[src/rtl/sync_fifo_if.sv]
// Handshake and status bundle for sync_fifo.
// The FIFO side uses the slave modport; the producer/consumer side uses master.
interface sync_fifo_if #(
   parameter int DATA_WIDTH = 8,
   parameter int FIFO_DEPTH = 8
);
   localparam int CW = $clog2(FIFO_DEPTH + 1);

   logic                  W_INC;
   logic [DATA_WIDTH-1:0] WR_DATA;
   logic                  R_INC;
   logic [DATA_WIDTH-1:0] RD_DATA;
   logic                  RD_VALID;
   logic                  FULL;
   logic                  EMPTY;
   logic                  ALMOST_FULL;
   logic                  ALMOST_EMPTY;
   logic [CW-1:0]         COUNT;
   logic                  OVERFLOW;
   logic                  UNDERFLOW;

   modport master (
      output W_INC, WR_DATA, R_INC,
      input  RD_DATA, RD_VALID, FULL, EMPTY, ALMOST_FULL, ALMOST_EMPTY,
             COUNT, OVERFLOW, UNDERFLOW
   );

   modport slave (
      input  W_INC, WR_DATA, R_INC,
      output RD_DATA, RD_VALID, FULL, EMPTY, ALMOST_FULL, ALMOST_EMPTY,
             COUNT, OVERFLOW, UNDERFLOW
   );
endinterface

[src/rtl/sync_fifo.sv]
// Single-clock FIFO with arbitrary depth, occupancy count, programmable
// almost-full/almost-empty flags, overflow/underflow pulses and optional FWFT.
module sync_fifo #(
   parameter int DATA_WIDTH = 8,
   parameter int FIFO_DEPTH = 8,
   parameter int AF_THRESH  = FIFO_DEPTH - 1,
   parameter int AE_THRESH  = 1,
   parameter bit FWFT       = 1'b0
) (
   input logic        CLK,
   input logic        RST,
   sync_fifo_if.slave bus
);
   localparam int CW = $clog2(FIFO_DEPTH + 1);
   localparam int AW = $clog2(FIFO_DEPTH);

   localparam logic [CW-1:0] C_DEPTH = CW'(FIFO_DEPTH);
   localparam logic [CW-1:0] C_AF    = CW'(AF_THRESH);
   localparam logic [CW-1:0] C_AE    = CW'(AE_THRESH);
   localparam logic [AW-1:0] C_LAST  = AW'(FIFO_DEPTH - 1);

   logic [DATA_WIDTH-1:0] r_mem [FIFO_DEPTH];
   logic [AW-1:0]         r_wptr;
   logic [AW-1:0]         r_rptr;
   logic [CW-1:0]         r_count;
   logic                  r_ovf;
   logic                  r_udf;

   logic                  w_full;
   logic                  w_empty;
   logic                  w_wr_en;
   logic                  w_rd_en;
   logic [AW-1:0]         w_wptr_nxt;
   logic [AW-1:0]         w_rptr_nxt;

   // All status flags derive from the occupancy register alone.
   assign w_full  = (r_count == C_DEPTH);
   assign w_empty = (r_count == '0);
   assign w_wr_en = bus.W_INC && !w_full;
   assign w_rd_en = bus.R_INC && !w_empty;

   // Depth need not be a power of two, so wrap explicitly.
   assign w_wptr_nxt = (r_wptr == C_LAST) ? '0 : r_wptr + AW'(1);
   assign w_rptr_nxt = (r_rptr == C_LAST) ? '0 : r_rptr + AW'(1);

   always_ff @(posedge CLK) begin
      if (!RST && w_wr_en) begin
         r_mem[r_wptr] <= bus.WR_DATA;
      end
   end

   always_ff @(posedge CLK) begin
      if (RST) begin
         r_wptr  <= '0;
         r_rptr  <= '0;
         r_count <= '0;
         r_ovf   <= 1'b0;
         r_udf   <= 1'b0;
      end else begin
         if (w_wr_en) r_wptr <= w_wptr_nxt;
         if (w_rd_en) r_rptr <= w_rptr_nxt;
         case ({w_wr_en, w_rd_en})
            2'b10:   r_count <= r_count + CW'(1);
            2'b01:   r_count <= r_count - CW'(1);
            default: r_count <= r_count;
         endcase
         r_ovf <= bus.W_INC && w_full;
         r_udf <= bus.R_INC && w_empty;
      end
   end

   assign bus.FULL         = w_full;
   assign bus.EMPTY        = w_empty;
   assign bus.ALMOST_FULL  = (r_count >= C_AF);
   assign bus.ALMOST_EMPTY = (r_count <= C_AE);
   assign bus.COUNT        = r_count;
   assign bus.OVERFLOW     = r_ovf;
   assign bus.UNDERFLOW    = r_udf;

   generate
      if (FWFT) begin : g_fwft
         assign bus.RD_DATA  = r_mem[r_rptr];
         assign bus.RD_VALID = !w_empty;
      end else begin : g_reg
         logic [DATA_WIDTH-1:0] r_rd_data;
         logic                  r_rd_valid;

         always_ff @(posedge CLK) begin
            if (RST) begin
               r_rd_data  <= '0;
               r_rd_valid <= 1'b0;
            end else begin
               r_rd_valid <= w_rd_en;
               if (w_rd_en) r_rd_data <= r_mem[r_rptr];
            end
         end

         assign bus.RD_DATA  = r_rd_data;
         assign bus.RD_VALID = r_rd_valid;
      end
   endgenerate
endmodule

[src/flat_wrapper.sv]
// flat-port wrapper written by rule: the top's interface ports become plain ports
module sync_fifo_flat 
#(
   parameter int DATA_WIDTH = 8,
   parameter int FIFO_DEPTH = 8,
   parameter int AF_THRESH  = FIFO_DEPTH - 1,
   parameter int AE_THRESH  = 1,
   parameter bit FWFT       = 1'b0
)
  (CLK, RST, bus_W_INC, bus_WR_DATA, bus_R_INC, bus_RD_DATA, bus_RD_VALID, bus_FULL, bus_EMPTY, bus_ALMOST_FULL, bus_ALMOST_EMPTY, bus_COUNT, bus_OVERFLOW, bus_UNDERFLOW);
  sync_fifo_if #(.DATA_WIDTH(DATA_WIDTH), .FIFO_DEPTH(FIFO_DEPTH)) bus_i ();
  input logic CLK;
  input logic RST;
  input wire logic [$bits(bus_i.W_INC)-1:0] bus_W_INC;
  input wire logic [$bits(bus_i.WR_DATA)-1:0] bus_WR_DATA;
  input wire logic [$bits(bus_i.R_INC)-1:0] bus_R_INC;
  output wire logic [$bits(bus_i.RD_DATA)-1:0] bus_RD_DATA;
  output wire logic [$bits(bus_i.RD_VALID)-1:0] bus_RD_VALID;
  output wire logic [$bits(bus_i.FULL)-1:0] bus_FULL;
  output wire logic [$bits(bus_i.EMPTY)-1:0] bus_EMPTY;
  output wire logic [$bits(bus_i.ALMOST_FULL)-1:0] bus_ALMOST_FULL;
  output wire logic [$bits(bus_i.ALMOST_EMPTY)-1:0] bus_ALMOST_EMPTY;
  output wire logic [$bits(bus_i.COUNT)-1:0] bus_COUNT;
  output wire logic [$bits(bus_i.OVERFLOW)-1:0] bus_OVERFLOW;
  output wire logic [$bits(bus_i.UNDERFLOW)-1:0] bus_UNDERFLOW;
  assign bus_i.W_INC = bus_W_INC;
  assign bus_i.WR_DATA = bus_WR_DATA;
  assign bus_i.R_INC = bus_R_INC;
  assign bus_RD_DATA = bus_i.RD_DATA;
  assign bus_RD_VALID = bus_i.RD_VALID;
  assign bus_FULL = bus_i.FULL;
  assign bus_EMPTY = bus_i.EMPTY;
  assign bus_ALMOST_FULL = bus_i.ALMOST_FULL;
  assign bus_ALMOST_EMPTY = bus_i.ALMOST_EMPTY;
  assign bus_COUNT = bus_i.COUNT;
  assign bus_OVERFLOW = bus_i.OVERFLOW;
  assign bus_UNDERFLOW = bus_i.UNDERFLOW;
  sync_fifo #(.DATA_WIDTH(DATA_WIDTH), .FIFO_DEPTH(FIFO_DEPTH), .AF_THRESH(AF_THRESH), .AE_THRESH(AE_THRESH), .FWFT(FWFT)) u_core (.CLK(CLK), .RST(RST), .bus(bus_i));
endmodule
[config.mk]
export PLATFORM = sky130hd
export DESIGN_NAME = sync_fifo_flat
export DESIGN_NICKNAME = d
export VERILOG_FILES = /design/src/rtl/sync_fifo_if.sv /design/src/rtl/sync_fifo.sv /design/src/flat_wrapper.sv
export SDC_FILE = /design/constraint.sdc
export NUM_CORES = 1
export LEC_CHECK = 0
export ABC_AREA = 1
export CORE_UTILIZATION = 57
export CTS_CLUSTER_DIAMETER = 100
export DETAILED_ROUTE_END_ITERATION = 8
export PLACE_DENSITY = 0.8
export REMOVE_ABC_BUFFERS = 1
export SETUP_SLACK_MARGIN = 0.4
export SYNTH_ARGS = -nofsm -noshare
export SYNTH_HDL_FRONTEND = slang
export SYNTH_SLANG_ARGS = --single-unit
[constraint.sdc]
create_clock -name CLK -period 2.1 [get_ports CLK]
set_input_delay 0.42 -clock CLK [delete_from_list [all_inputs] [get_ports CLK]]
set_output_delay 0.42 -clock CLK [all_outputs]
set_load 0.05 [all_outputs]
==> results of run 1 <==
==> where the power goes <==
| part | internal, mW | switching, mW | leakage (nW) |
|---|---|---|---|
| logic | 0.694 | 1.25 | 1.09 |
| registers | 1.95 | 0.150 | 0.753 |
| clock network | 0.658 | 0.542 | 0.105 |
==> state kept, by name, indices dropped and copies added, names as in the netlist <==
register and flops:
u_core.bus.RD_DATA 8, u_core.bus.OVERFLOW 1, u_core.r_mem 64, u_core.bus.UNDERFLOW 1
u_core.r_rptr 3, u_core.bus.RD_VALID 1, u_core.bus.COUNT 4, u_core.r_wptr 3
==> cell usage after synthesis, types with 2 or more instances <==
cell type / instances
buf_2: 4
inv_2: 3
o21ai_0: 7
nand4_1: 2
buf_6: 6
edfxtp_1: 64
dfxtp_1: 21
nand3_1: 49
inv_1: 61
nor2_1: 22
nand2_1: 99
a21oi_1: 16
buf_4: 2
a211oi_1: 2
ha_1: 8
==> final cells by class <==
cell class / count / area [um^2] / share of cell area [%]
clock inverter: 6 / 77.6 / 1.73
sequential: 85 / 2360 / 52.6
clock buffer: 10 / 128 / 2.85
inverter: 66 / 263 / 5.87
multi-input combinational: 211 / 1080 / 24.0
tap: 75 / 93.8 / 2.10
timing repair buffer: 52 / 483 / 10.8
==> worst reg2reg max path, delay by kind of cell, from the launching register on <==
kind,cells,cell delay [ns]
compound gates,2,0.19
fa+ha+maj,2,0.48
buf+inv,3,0.19
flops,1,0.38
simple gates,4,0.37
==> metal layers <==
metal	GRT usage, %	up-vias	routed length [um]
li1	-	1313	-
met2	44.1	108	4160
met3	5.93	27	509
met4	14.4	0	219
met5	0	-	0
met1	32.3	1293	3220
==> logic make-up (layout without fill, tap and decap cells) <==
group / count (synthesis) / in the layout
AO/OA/AOI/OAI: 27 / 27
XOR/XNOR: 1 / 1
adder cells (fa/ha/maj): 8 / 8
buffers and inverters: 79 / 134
flip-flops: 85 / 85
AND/OR/NAND/NOR: 175 / 175
==> worst min path at each step <==
stage / from / end / slack (ns) / cells after the start
6_report: u_core.bus.RD_DATA[1]$_SDFFE_PP0N_ / u_core.bus.RD_DATA[1]$_SDFFE_PP0N_ / 0.46 / 2
5_1_grt: u_core.bus.RD_DATA[2]$_SDFFE_PP0N_ / u_core.bus.RD_DATA[2]$_SDFFE_PP0N_ / 0.50 / 2
3_3_place_gp: u_core.bus.RD_DATA[4]$_SDFFE_PP0N_ / u_core.bus.RD_DATA[4]$_SDFFE_PP0N_ / 0.45 / 2
4_1_cts: u_core.bus.RD_DATA[4]$_SDFFE_PP0N_ / u_core.bus.RD_DATA[4]$_SDFFE_PP0N_ / 0.46 / 2
3_5_place_dp: u_core.bus.RD_DATA[4]$_SDFFE_PP0N_ / u_core.bus.RD_DATA[4]$_SDFFE_PP0N_ / 0.45 / 2
2_1_floorplan: u_core.r_wptr[0]$_SDFFE_PP0P_ / u_core.r_wptr[0]$_SDFFE_PP0P_ / 0.47 / 2
==> repair_timing <==
action,in CTS,in global routing
pin swaps,5,6
setup endpoints to repair,87,35
resized for setup,44,20
hold endpoints to repair,0,0
buffers inserted,2,3
gates cloned,0,0
==> results.py, run 1 <==
metrics = {
    "run_status": {
        "outcome": "completed",
    },
    "layout": {
        "layout_common_cells": "nand2_1, edfxtp_1, inv_1, nand3_1, buf_4",
        "fin_cells": 505,
        "design_area_um2": 4480,
        "n_fill_cell": 435,
        "final_nets": 445,
        "synthToLayoutAreaGrowth_pct": 21.4,
        "utilization_pct": 73.5,
        "antenna_cells": 0,
        "mostFrequentLayoutCell": "nand2_1",
        "drive_gt1_share_pct": 16.7,
    },
    "power": {
        "vdd_drop_max_mv": 1.29,
        "power_mw": 5.25,
        "power_per_cell_area_nw_per_um2": 1170,
        "p_leak_nw": 1.95,
    },
    "sta": {
        "worst_hold_slack_ns": 0.463,
        "finalWorstSetupSlack_ns": 0.369,
        "rsz0062_at_grt": "true",
        "fmax_mhz": 578,
        "setup_viol": 0,
        "post-route-period-util_pct": 82.4,
        "tightest_slew_ns": 0.566,
        "hold_violations": 0,
        "slew_viol_final": 0,
        "relSlewSlack_pct": 62.2,
        "period_needed_ns": 1.73,
        "fin_skew_ns": 0.00929,
        "setup_tns_ns": 0,
    },
    "setup_path": {
        "critPathBufInv": 3,
        "cp_cell_sequence": "inv_4 -> ha_4 -> nand3_4 -> inv_4 -> buf_12",
        "arrival_ns": 1.31,
        "cp_data_required_time_ns": 1.68,
        "cp.depth": 5,
        "cp-start-kind": "register",
        "crit_start": "u_core.bus.COUNT[0]$_SDFFE_PP0P_",
        "crit_path_max_fanout": 5,
        "crit_type": "reg -> out",
        "critical-path-top-delay-family": "flip-flops",
        "worstSetupEndpointType": "output port",
        "crit_path_top_delay_cell": "dfxtp_4",
        "r2r_start": "u_core.bus.COUNT[0]$_SDFFE_PP0P_",
        "cp-endpoint": "bus_FULL",
        "rrSetupSlack_ns": 0.40,
        "timing.rr.end": "u_core.bus.COUNT[3]$_SDFFE_PP0P_",
        "cpPeakStageDelay_ns": 0.38,
        "critPathMostFrequentCell": "inv_4",
        "reg2regPathDepth": 11,
    },
    "clocking": {
        "clock_sinks": 85,
        "numCtsBuffers": 9,
        "path_clk_slew_ns": 0.08,
        "cts_tree": "yes",
        "cts_max_level": 3,
        "clock_latency_ns": 0.35,
        "cts_root_buf": "clkbuf_8",
        "cts_hold_buf": 0,
        "cts_buffer_depth": 2,
    },
    "detailed_routing": {
        "first_pass_iters": 5,
        "wl_per_cell_um": 16.1,
        "viasPerCell": 5.43,
        "drtIter0Drc": 191,
        "drtAntennaViolNets": 0,
        "wirelength_mm": 8.11,
        "drc": 0,
        "via_count": 2741,
    },
    "logic_synthesis": {
        "synthXorXnorAreaFrac_pct": 0.237,
        "ys_warn_count": 0,
        "synth_simple_gate_area_share_pct": 19.9,
        "synth_cell_type_count": 24,
        "avgSynthCellArea_um2": 9.84,
        "synth_top_family_by_area": "simple AND/OR/NAND/NOR gates",
        "ys_ff_latch": 85,
        "synth_top_area_cell": "edfxtp_1",
        "synthCells": 375,
        "netlist_area_um2": 3690,
        "netlist_top_cells_area": "edfxtp_1, dfxtp_1, nand2_1",
        "ys_async_sr_fraction_pct": 0,
        "synth_edf_count": 64,
        "yosysSeqAreaShare_pct": 63.5,
        "yosysTopAreaCellShare_pct": 52.1,
        "yosys_most_used_dff": "edfxtp_1",
        "synthAdderAreaFrac_pct": 2.71,
        "synthMuxAreaShare_pct": 0,
        "synth_compound_gate_area_share_pct": 3.93,
    },
    "die": {
        "fp.dieArea_um2": 6800,
        "core.rowCount": 28,
        "die_height_um": 82.4,
        "start_util_pct": 60.5,
        "dieWidth_um": 82.4,
        "core_area_um2": 6100,
        "io_pins": 31,
    },
    "place": {
        "io_buffer_count": 30,
        "dp.cells": 484,
        "hpwl_mm": 5.44,
        "placed_area_um2": 4140,
        "gp_congestion": 0.847,
        "dp_worst_setup_slack_ns": 0.0873,
    },
    "global_route": {
        "overflow": 0,
        "track_usage_pct": 26.6,
        "grt_pass1_wl_mm": 12.6,
        "grt_pass1_vias": 2635,
        "grt_max_degree": 35,
        "antenna_found_initial": 0,
    },
    "run": {
        "max_cap_viol_count": 0,
    },
    "worst_hold_path": {
        "hp-class": "reg -> reg",
    },
}
Power figures use the tool's default switching activity.
==> inputs of run 2 (changes only) <==
--- a/config.mk
+++ b/config.mk
@@ -6,10 +6,10 @@
 export NUM_CORES = 1
 export LEC_CHECK = 0
 export ABC_AREA = 1
-export CORE_UTILIZATION = 57
+export CORE_UTILIZATION = 52
 export CTS_CLUSTER_DIAMETER = 100
 export DETAILED_ROUTE_END_ITERATION = 8
-export PLACE_DENSITY = 0.8
+export PLACE_DENSITY = 0.77
 export REMOVE_ABC_BUFFERS = 1
 export SETUP_SLACK_MARGIN = 0.4
 export SYNTH_ARGS = -nofsm -noshare
==> constraint.sdc (replaced) <==
create_clock -name CLK -period 1.5 [get_ports CLK]
set_input_delay 0.3 -clock CLK [delete_from_list [all_inputs] [get_ports CLK]]
set_output_delay 0.3 -clock CLK [all_outputs]
set_load 0.05 [all_outputs]
==> results.py, run 2 (synthesized netlist as in run 1, its figures left out) <==
metrics = {
    "run_status": {
        "outcome": "finished, violations left",
        "violations": "negative setup slack",
    },
    "sta": {
        "fmax_mhz": 577,
        "hold_violations": 0,
        "post-route-period-util_pct": 116,
        "slew_viol_final": 0,
        "rsz0062_at_grt": "true",
        "setup_viol": 72,
        "relSlewSlack_pct": 69.9,
        "period_needed_ns": 1.73,
        "worst_hold_slack_ns": 0.503,
        "setup_tns_ns": -8.38,
        "fin_skew_ns": 0.0132,
        "finalWorstSetupSlack_ns": -0.233,
        "tightest_slew_ns": 0.450,
    },
    "setup_path": {
        "cpPeakStageDelay_ns": 0.34,
        "critPathMostFrequentCell": "ha_4",
        "cp-start-kind": "register",
        "worstSetupEndpointType": "register",
        "crit_type": "reg -> reg",
        "cp_data_required_time_ns": 1.80,
        "reg2regPathDepth": 11,
        "crit_path_top_delay_cell": "dfxtp_2",
        "crit_path_max_fanout": 4,
        "cp_cell_sequence": "inv_2 -> ha_4 -> nand3_4 -> nand2_4 -> inv_4 -> ha_4 -> nor2_4 -> nand4_1 -> nand2_1 -> o21ai_1 -> a21oi_1",
        "arrival_ns": 2.04,
    },
    "place": {
        "dp.cells": 517,
        "gp_congestion": 0.877,
        "io_buffer_count": 30,
        "dp_worst_setup_slack_ns": -0.350,
        "hpwl_mm": 5.62,
    },
    "die": {
        "die_height_um": 86.2,
        "io_pins": 31,
        "core_area_um2": 6830,
        "start_util_pct": 54.0,
        "core.rowCount": 30,
        "dieWidth_um": 86.2,
        "fp.dieArea_um2": 7430,
    },
    "clocking": {
        "clock_sinks": 85,
        "numCtsBuffers": 9,
        "cts_max_level": 3,
        "cts_tree": "yes",
        "clock_latency_ns": 0.36,
        "cts_root_buf": "clkbuf_8",
        "path_clk_slew_ns": 0.09,
        "cts_buffer_depth": 2,
    },
    "global_route": {
        "grt_pass1_wl_mm": 14.0,
        "antenna_found_initial": 0,
        "overflow": 0,
        "grt_max_degree": 35,
        "grt_pass1_vias": 2751,
        "track_usage_pct": 26.0,
    },
    "power": {
        "internal_power_mw": 5.35,
        "power_frac_comb_pct": 47.2,
        "power.switching_mw": 3.43,
        "seqPwrFrac_pct": 33.3,
        "vdd_drop_max_mv": 0.850,
        "p_leak_nw": 2.13,
        "swShare_pct": 39.1,
        "power_per_cell_area_nw_per_um2": 1700,
        "clkPwrFrac_pct": 19.5,
    },
    "layout": {
        "largest-register": "u_core.r_mem",
        "mostFrequentLayoutCell": "nand2_1",
        "drive_gt1_share_pct": 32.3,
        "seq_area_um2": 2360,
        "synthToLayoutAreaGrowth_pct": 40.5,
        "layout_common_cells": "nand2_1, edfxtp_1, inv_1, nand3_1, buf_12",
        "final_nets": 464,
        "n_fill_cell": 413,
        "multi_input_area_um2": 1330,
        "antenna_cells": 0,
        "utilization_pct": 75.9,
        "fin_cells": 545,
        "largest_register_ffs": 64,
    },
    "detailed_routing": {
        "drtIter0Drc": 435,
        "drtAntennaViolNets": 0,
        "via_count": 2964,
        "first_pass_iters": 5,
        "drc": 0,
        "viasPerCell": 5.44,
        "wirelength_mm": 9.84,
        "wl_per_cell_um": 18.1,
    },
    "run": {
        "max_cap_viol_count": 0,
    },
    "worst_hold_path": {
        "hp-class": "reg -> reg",
        "hold-path-cell-count": 2,
    },
}
## run 2: changes by cell type in the layout (fill, tap and decap cells not counted), moves of 8 or more
cell	delta
a21oi_1	-9
a21oi_2	+9
buf_12	+17
buf_6	+18
dfxtp_1	-11
dfxtp_2	+15
dlygate4sd2_1	-10
nand3_1	-8
nand3_4	+8
nor2_1	-10
nor2_4	+10
## run 2: per-stage QoR
stage          power [mW]  instance area [um^2]
5_1_grt              9.07                  5180
3_5_place_dp         5.99                  4420
3_3_place_gp         5.93                  4420
6_report             8.79                  5180
2_1_floorplan        4.51                  3580
4_1_cts              8.18                  4880
## run 2: power groups by stage
stage | sequential [mW] | clock, mW | combinational (mW)
global route | 2.95 | 1.79 | 4.33
floorplan | 3.38 | 0 | 1.13
global placement | 2.92 | 0 | 3.01
CTS | 2.91 | 1.70 | 3.57
finish | 2.93 | 1.71 | 4.15
detailed placement | 2.93 | 0 | 3.06
## run 2: critical path, delay by kind of cell, from the launching register on
kind | cells | cell delay [ns]
AOI/OAI and AO/OA | 2 | 0.17
adders and majority gates | 2 | 0.46
buffers and inverters | 2 | 0.14
DFF | 1 | 0.34
and+or+nand+nor | 5 | 0.55
## run 2: final timing paths
path                                      start  slack [ns]                            endpoint
min          u_core.bus.RD_DATA[4]$_SDFFE_PP0N_        0.50  u_core.bus.RD_DATA[4]$_SDFFE_PP0N_
max            u_core.bus.COUNT[0]$_SDFFE_PP0P_       -0.23    u_core.bus.COUNT[3]$_SDFFE_PP0P_
max reg2reg    u_core.bus.COUNT[0]$_SDFFE_PP0P_       -0.23    u_core.bus.COUNT[3]$_SDFFE_PP0P_
min reg2reg  u_core.bus.RD_DATA[4]$_SDFFE_PP0N_        0.50  u_core.bus.RD_DATA[4]$_SDFFE_PP0N_
## run 2: area by class of cell
cell class,count,share of cell area [%]
Clock inverter,6,1.38
Sequential cell,85,45.6
Tap cell,96,2.32
Clock buffer,10,2.66
Inverter,66,5.07
Timing Repair Buffer,71,17.4
Multi-Input combinational cell,211,25.6
## run 2: routing by layer
metal / global-route usage [%] / up-vias / routed length (um)
met1: 33.7 / 1390 / 3810
li1: - / 1351 / -
met2: 42.5 / 179 / 4850
met3: 4.48 / 44 / 765
met4: 13.0 / 0 / 416
met5: 0 / - / 0
## run 2: repair_timing
action	CTS	global route
setup buffers	7	5
gates resized for setup	60	66
endpoints found under the hold margin	0	0
hold buffers	0	0
setup endpoints to repair	102	103
pin swaps	11	19
